## src/rtl/bin2bcd_seq_if.sv

```systemverilog
// Handshake/result bundle between the binary value source and bin2bcd_seq.
// Signal names match the converter's original port list.
interface bin2bcd_seq_if #(
  parameter int BIN_W  = 14,
  parameter int DIGITS = 4
);
  logic                  i_start;
  logic [BIN_W-1:0]      i_bin;
  logic                  i_lzb;
  logic [4*DIGITS-1:0]   o_bcd;
  logic [DIGITS-1:0]     o_blank;
  logic                  o_ovf;
  logic                  o_idle;
  logic                  o_done;

  modport master (
    output i_start, i_bin, i_lzb,
    input  o_bcd, o_blank, o_ovf, o_idle, o_done
  );

  modport slave (
    input  i_start, i_bin, i_lzb,
    output o_bcd, o_blank, o_ovf, o_idle, o_done
  );
endinterface

```

## src/rtl/bin2bcd_seq.sv

```systemverilog
// Sequential shift-add-3 binary-to-BCD converter, one bit per clock, with
// start/done handshake, saturating overflow and leading-zero blanking mask.
module bin2bcd_seq #(
  parameter int BIN_W  = 14,
  parameter int DIGITS = 4
) (
  input  logic          i_clk,
  input  logic          i_rst_n,
  bin2bcd_seq_if.slave  bus
);
  localparam int unsigned BW      = 4 * DIGITS;
  localparam int unsigned CNT_W   = $clog2(BIN_W + 1);
  localparam int unsigned MAX_VAL = int'(10 ** DIGITS) - 1;
  localparam logic [BW-1:0] SAT   = {DIGITS{4'h9}};

  typedef enum logic [1:0] {S_IDLE, S_SHIFT, S_DONE} state_t;

  state_t              r_state;
  logic [BIN_W-1:0]    r_bin;
  logic [BW-1:0]       r_bcd;
  logic [CNT_W-1:0]    r_cnt;
  logic                r_ovf_f;
  logic                r_lzb_f;
  logic [BW-1:0]       r_bcd_o;
  logic [DIGITS-1:0]   r_blank;
  logic                r_ovf;
  logic                r_idle;
  logic                r_done;

  logic [BW-1:0]       w_adj;
  logic [BW+BIN_W-1:0] w_cat;
  logic [BW-1:0]       w_bcd_nxt;
  logic [BIN_W-1:0]    w_bin_nxt;
  logic [DIGITS-1:0]   w_blank;
  logic                w_zero;
  logic                w_ovf_in;

  always_comb begin
    w_adj = r_bcd;
    for (int unsigned k = 0; k < DIGITS; k++) begin
      if (r_bcd[4*k +: 4] >= 4'd5) w_adj[4*k +: 4] = r_bcd[4*k +: 4] + 4'd3;
    end
    w_cat     = {w_adj, r_bin} << 1;
    w_bcd_nxt = w_cat[BW+BIN_W-1 -: BW];
    w_bin_nxt = w_cat[BIN_W-1:0];
  end

  // Blank mask is taken from the post-shift value so it publishes with the last shift.
  always_comb begin
    w_blank = '0;
    w_zero  = 1'b1;
    for (int unsigned j = DIGITS - 1; j >= 1; j--) begin
      w_zero     = w_zero & (w_bcd_nxt[4*j +: 4] == 4'd0);
      w_blank[j] = w_zero & r_lzb_f & ~r_ovf_f;
    end
  end

  assign w_ovf_in = 32'(bus.i_bin) > MAX_VAL;

  always_ff @(posedge i_clk or negedge i_rst_n) begin
    if (!i_rst_n) begin
      r_state <= S_IDLE;
      r_bin   <= '0;
      r_bcd   <= '0;
      r_cnt   <= '0;
      r_ovf_f <= 1'b0;
      r_lzb_f <= 1'b0;
      r_bcd_o <= '0;
      r_blank <= '0;
      r_ovf   <= 1'b0;
      r_idle  <= 1'b1;
      r_done  <= 1'b0;
    end else begin
      case (r_state)
        S_IDLE: begin
          if (bus.i_start) begin
            r_bin   <= bus.i_bin;
            r_bcd   <= '0;
            r_cnt   <= CNT_W'(BIN_W);
            r_ovf_f <= w_ovf_in;
            r_lzb_f <= bus.i_lzb;
            r_idle  <= 1'b0;
            r_state <= S_SHIFT;
          end
        end
        S_SHIFT: begin
          r_bcd <= w_bcd_nxt;
          r_bin <= w_bin_nxt;
          r_cnt <= r_cnt - 1'b1;
          if (r_cnt == CNT_W'(1)) begin
            r_state <= S_DONE;
            r_done  <= 1'b1;
            r_ovf   <= r_ovf_f;
            r_bcd_o <= r_ovf_f ? SAT : w_bcd_nxt;
            r_blank <= w_blank;
          end
        end
        S_DONE: begin
          r_done  <= 1'b0;
          r_idle  <= 1'b1;
          r_state <= S_IDLE;
        end
        default: begin
          r_state <= S_IDLE;
          r_idle  <= 1'b1;
          r_done  <= 1'b0;
        end
      endcase
    end
  end

  assign bus.o_bcd   = r_bcd_o;
  assign bus.o_blank = r_blank;
  assign bus.o_ovf   = r_ovf;
  assign bus.o_idle  = r_idle;
  assign bus.o_done  = r_done;
endmodule

```

## src/flat_wrapper.sv

```systemverilog
// flat-port wrapper written by rule: the top's interface ports become plain ports
module bin2bcd_seq_flat 
#(
  parameter int BIN_W  = 14,
  parameter int DIGITS = 4
)
  (i_clk, i_rst_n, bus_i_start, bus_i_bin, bus_i_lzb, bus_o_bcd, bus_o_blank, bus_o_ovf, bus_o_idle, bus_o_done);
  bin2bcd_seq_if #(.BIN_W(BIN_W), .DIGITS(DIGITS)) bus_i ();
  input  logic i_clk;
  input  logic i_rst_n;
  input wire logic [$bits(bus_i.i_start)-1:0] bus_i_start;
  input wire logic [$bits(bus_i.i_bin)-1:0] bus_i_bin;
  input wire logic [$bits(bus_i.i_lzb)-1:0] bus_i_lzb;
  output wire logic [$bits(bus_i.o_bcd)-1:0] bus_o_bcd;
  output wire logic [$bits(bus_i.o_blank)-1:0] bus_o_blank;
  output wire logic [$bits(bus_i.o_ovf)-1:0] bus_o_ovf;
  output wire logic [$bits(bus_i.o_idle)-1:0] bus_o_idle;
  output wire logic [$bits(bus_i.o_done)-1:0] bus_o_done;
  assign bus_i.i_start = bus_i_start;
  assign bus_i.i_bin = bus_i_bin;
  assign bus_i.i_lzb = bus_i_lzb;
  assign bus_o_bcd = bus_i.o_bcd;
  assign bus_o_blank = bus_i.o_blank;
  assign bus_o_ovf = bus_i.o_ovf;
  assign bus_o_idle = bus_i.o_idle;
  assign bus_o_done = bus_i.o_done;
  bin2bcd_seq #(.BIN_W(BIN_W), .DIGITS(DIGITS)) u_core (.i_clk(i_clk), .i_rst_n(i_rst_n), .bus(bus_i));
endmodule
```

## config.mk

```make
export PLATFORM = sky130hd
export DESIGN_NAME = bin2bcd_seq_flat
export DESIGN_NICKNAME = d
export VERILOG_FILES = /design/src/rtl/bin2bcd_seq_if.sv /design/src/rtl/bin2bcd_seq.sv /design/src/flat_wrapper.sv
export SDC_FILE = /design/constraint.sdc
export NUM_CORES = 1
export LEC_CHECK = 0
export CORE_MARGIN = 8
export CORE_UTILIZATION = 45
export CTS_CLUSTER_SIZE = 24
export DETAILED_ROUTE_END_ITERATION = 6
export PLACE_DENSITY = 0.8
export SYNTH_ARGS = -nofsm -noshare
export SYNTH_HDL_FRONTEND = slang
export SYNTH_SLANG_ARGS = --single-unit
```

## constraint.sdc

```tcl
create_clock -name i_clk -period 1.8 [get_ports i_clk]
set_input_delay 0.45 -clock i_clk [delete_from_list [all_inputs] [get_ports i_clk]]
set_output_delay 0.45 -clock i_clk [all_outputs]
set_load 0.01 [all_outputs]
```

==> summary.txt <==
Status
  • Status: completed

Layout
  • Antenna diodes: 0
  • P&R area growth vs syn: 28.0%
  • Post-layout util: 58.0%
  • Post-route insts no fill: 431
  • Final instance area: 3600 sq um
  • Share of layout cells above drive strength 1: 13.8%
  • Final net count: 377
  • Number of fill cells: 532

Clock tree
  • Clock Latency Late Sink: 340 ps
  • CTS tree: yes
  • CTS root buffer: clkbuf_8
  • Clock tree buffer depth: 2
  • Htree depth: 3
  • Clk pin slew, worst setup/hold paths: 60 ps
  • Clock sink count: 60
  • Cts hold-fix bufs: 0
  • CTS Buf Count: 9

Synth
  • Area contributors post-synth: dfrtp_1 52%, nand2_1 7.7%, o21ai_0 5.3%
  • Number of flops mapped to enable cells by yosys: 0
  • Netlist cell types: 46
  • Sequential element share of the synthesized area: 53.4%
  • Syn_area_per_cell: 9.60 sq um
  • Synthesized cell area: 2810 sq um
  • Syn_nets: 321
  • Top-area cell type share of the netlist area: 52.5%
  • Main synth FF type: dfrtp_1
  • Top-count cell post-synth: dfrtp_1
  • Synthesized instance count: 293
  • Commonest cells post-synth: 59 x dfrtp_1, 58 x nand2_1, 30 x o21ai_0
  • Register bit total from synthesis: 60
  • Largest area contributor in the netlist: dfrtp_1
  • Asr flop ratio synth: 100%
  • Synth warn: 0

Route
  • Vias per inst: 5.44
  • DRT antenna net count: 0
  • Via count: 2344
  • Remaining routing DRC violations: 0
  • Drt wl/cell: 15.4 microns
  • DRT iter0 DRCs: 116
  • Drt pass-1 iters: 4
  • Final wirelength: 6.63 mm

Setup path
  • Reg-to-Reg End: u_core.bus.o_blank[1]$_DFFE_PN0P_
  • Worst setup endpoint: u_core.bus.o_blank[1]$_DFFE_PN0P_
  • Setup CP Type: reg2reg
  • Worst-path cell chain: buf_4 > o21ai_0 > nor3_1 > a21oi_2 > o2111ai_4 > o31ai_2
  • CP startpoint: u_core.r_bcd[9]$_DFFE_PN0P_
  • Crit-path slowest cell: dfrtp_1
  • Worst reg2reg startpoint: u_core.r_bcd[9]$_DFFE_PN0P_
  • Slowest stage delay, CP: 390 ps
  • Worst Setup Start Kind: flop
  • CP Capture Type: flop
  • Highest net fanout along the worst path: 4
  • Required time of the critical path: 2050 ps
  • R2R cell count: 6
  • Flop-to-flop setup slack: 20 ps
  • Worst EP arrival: 2030 ps

Run
  • Total of max-cap violations: 0

Floorplan
  • Initial Utilization: 45.3%
  • Die area: 9040 sq um
  • Core Footprint: 6200 sq um
  • Rows: 29
  • I/O pin cnt: 41
  • Die width: 95.1 microns
  • Die height: 95.1 microns

Global routing
  • Number of global-route vias before repair: 2428
  • First-pass GRT wire length: 11.3 mm
  • Initial antenna violation count: 0
  • Total GRT Usage: 16.2%
  • Largest net degree at the start of global routing: 44
  • Total grt overflow: 0

Timing
  • Setup tns final: 0 ps
  • Fin. Hold Viols: 0
  • Fin Hold WS: 47.7 ps
  • FMAX: 563 MHz
  • Final Skew: 8.90 ps
  • Worst Tran Pin Value: 726 ps
  • Tmin final: 1780 ps
  • Part of the cycle the worst path needs: 98.7%
  • Final Setup Violations: 0
  • Final Max Slew Viols: 0
  • Relative slew slack: 51.6%

Pwr
  • Cell-internal power: 3.85 mW
  • Share of power burned in registers: 36.5%
  • Pwr Density: 1770 nW/um^2
  • Sw Share: 39.6%
  • Worst VDD drop: 0.764 mV
  • Leak: 1.64 nW
  • Clk pwr share: 15.9%
  • Combinational power share: 47.6%
  • Psw: 2.53 mW

Placement
  • Inst Count DP: 415
  • Number of buffers added on ports: 39
  • Post-DP Area: 3410 sq um
  • DP Wirelength: 4.70 mm
  • GPL Wtd Cong: 0.859

Min path
  • Worst hold path type: in2async
-- sequential cells by signal (all words and copies together) (netlist names) --
name / count
u_core.bus.o_bcd: 16
u_core.r_bin: 14
u_core.r_state: 2
u_core.r_ovf_f: 1
u_core.bus.o_done: 1
u_core.bus.o_ovf: 1
u_core.r_cnt: 4
u_core.bus.o_blank: 3
u_core.bus.o_idle: 1
u_core.r_lzb_f: 1
u_core.r_bcd: 16
-- worst min path at each step --
stage	from	end	slack, ps	depth (start not counted)
5_1_grt	i_rst_n	u_core.bus.o_blank[1]$_DFFE_PN0P_	70	1
6_report	i_rst_n	u_core.bus.o_blank[1]$_DFFE_PN0P_	50	1
4_1_cts	i_rst_n	u_core.bus.o_blank[1]$_DFFE_PN0P_	50	1
3_3_place_gp	i_rst_n	u_core.bus.o_blank[2]$_DFFE_PN0P_	410	1
3_5_place_dp	i_rst_n	u_core.bus.o_blank[1]$_DFFE_PN0P_	410	1
2_1_floorplan	i_rst_n	u_core.bus.o_bcd[0]$_DFFE_PN0P_	150	0
-- through the flow --
step	setup slack [ps]	total power, mW
CTS	2.08	6.34
floorplan	96.3	4.08
global placement	47.7	5.11
finish	22.8	6.38
detailed placement	-0.377	5.30
global route	-59.9	6.91
-- what timing repair did --
action	in CTS	in global routing
pin swaps	0	1
endpoints found under the setup margin	1	6
resized for setup	1	10
setup buffers	0	0
-- metal layers --
layer	up-vias	GRT usage, %	share of wire (%)
li1	1131	-	-
met4	0	6.11	1.3
met5	-	0	0
met1	1141	18.7	43
met2	60	27.2	50
met3	12	5.43	6.2
-- cell families after synthesis --
family	after synthesis	synth area share (%)
buffers and inverters	28	4.14
adders and majority gates	10	4.45
muxes	3	1.11
and+or+nand+nor	112	18.6
xor gates and xnor gates	4	1.25
AOI/OAI and AO/OA	75	16.9
other	1	0.133
DFF	60	53.4
-- cells in the final DEF (no fill, tap or decap), types with 2 or more instances in the layout --
master           synthesis  layout
ha_1                    10       9
buf_12                   0       2
a22o_1                   5       5
a21oi_1                 12       9
nand2b_1                 3       3
o21ai_0                 30      30
clkbuf_1                 9       6
a31oi_1                  3       3
clkbuf_8                 0      10
o31ai_1                  3       3
xnor2_1                  4       4
inv_1                   13      12
mux2i_1                  2       2
buf_4                    2      18
nand3_1                 10      10
nand2_1                 58      58
and3_1                   3       3
nor2_1                  17      17
a21oi_2                  0       3
a22oi_1                 13      13
nor3_1                   7       7
dfrtp_1                 59      59
clkdlybuf4s50_1          0      37
nor2b_2                  1       2
nor3b_1                  3       3
-- critical path, delay by kind of cell, from the launching register on --
family	cells	cell delay, ps
AOI/OAI and AO/OA	4	1000
and+or+nand+nor	1	140
DFF	1	390
buffers and inverters	1	160
-- area by class of cell --
type                       instances  area (sq um)  area share, %
timing repair buffer              59           559           15.5
multi-input combinational        205          1230           34.1
clock buffer                      16           160           4.45
sequential                        60          1500           41.7
tap                               77          96.3           2.68
inverter                          14          53.8           1.49
-- power groups by stage --
stage / registers (mW) / clock network (mW) / logic (mW)
6_report: 2.33 / 1.01 / 3.04
5_1_grt: 2.40 / 1.11 / 3.40
4_1_cts: 2.31 / 1.04 / 2.99
3_5_place_dp: 2.32 / 0 / 2.97
3_3_place_gp: 2.29 / 0 / 2.82
2_1_floorplan: 2.32 / 0 / 1.76
(Power assumes the default switching activity.)
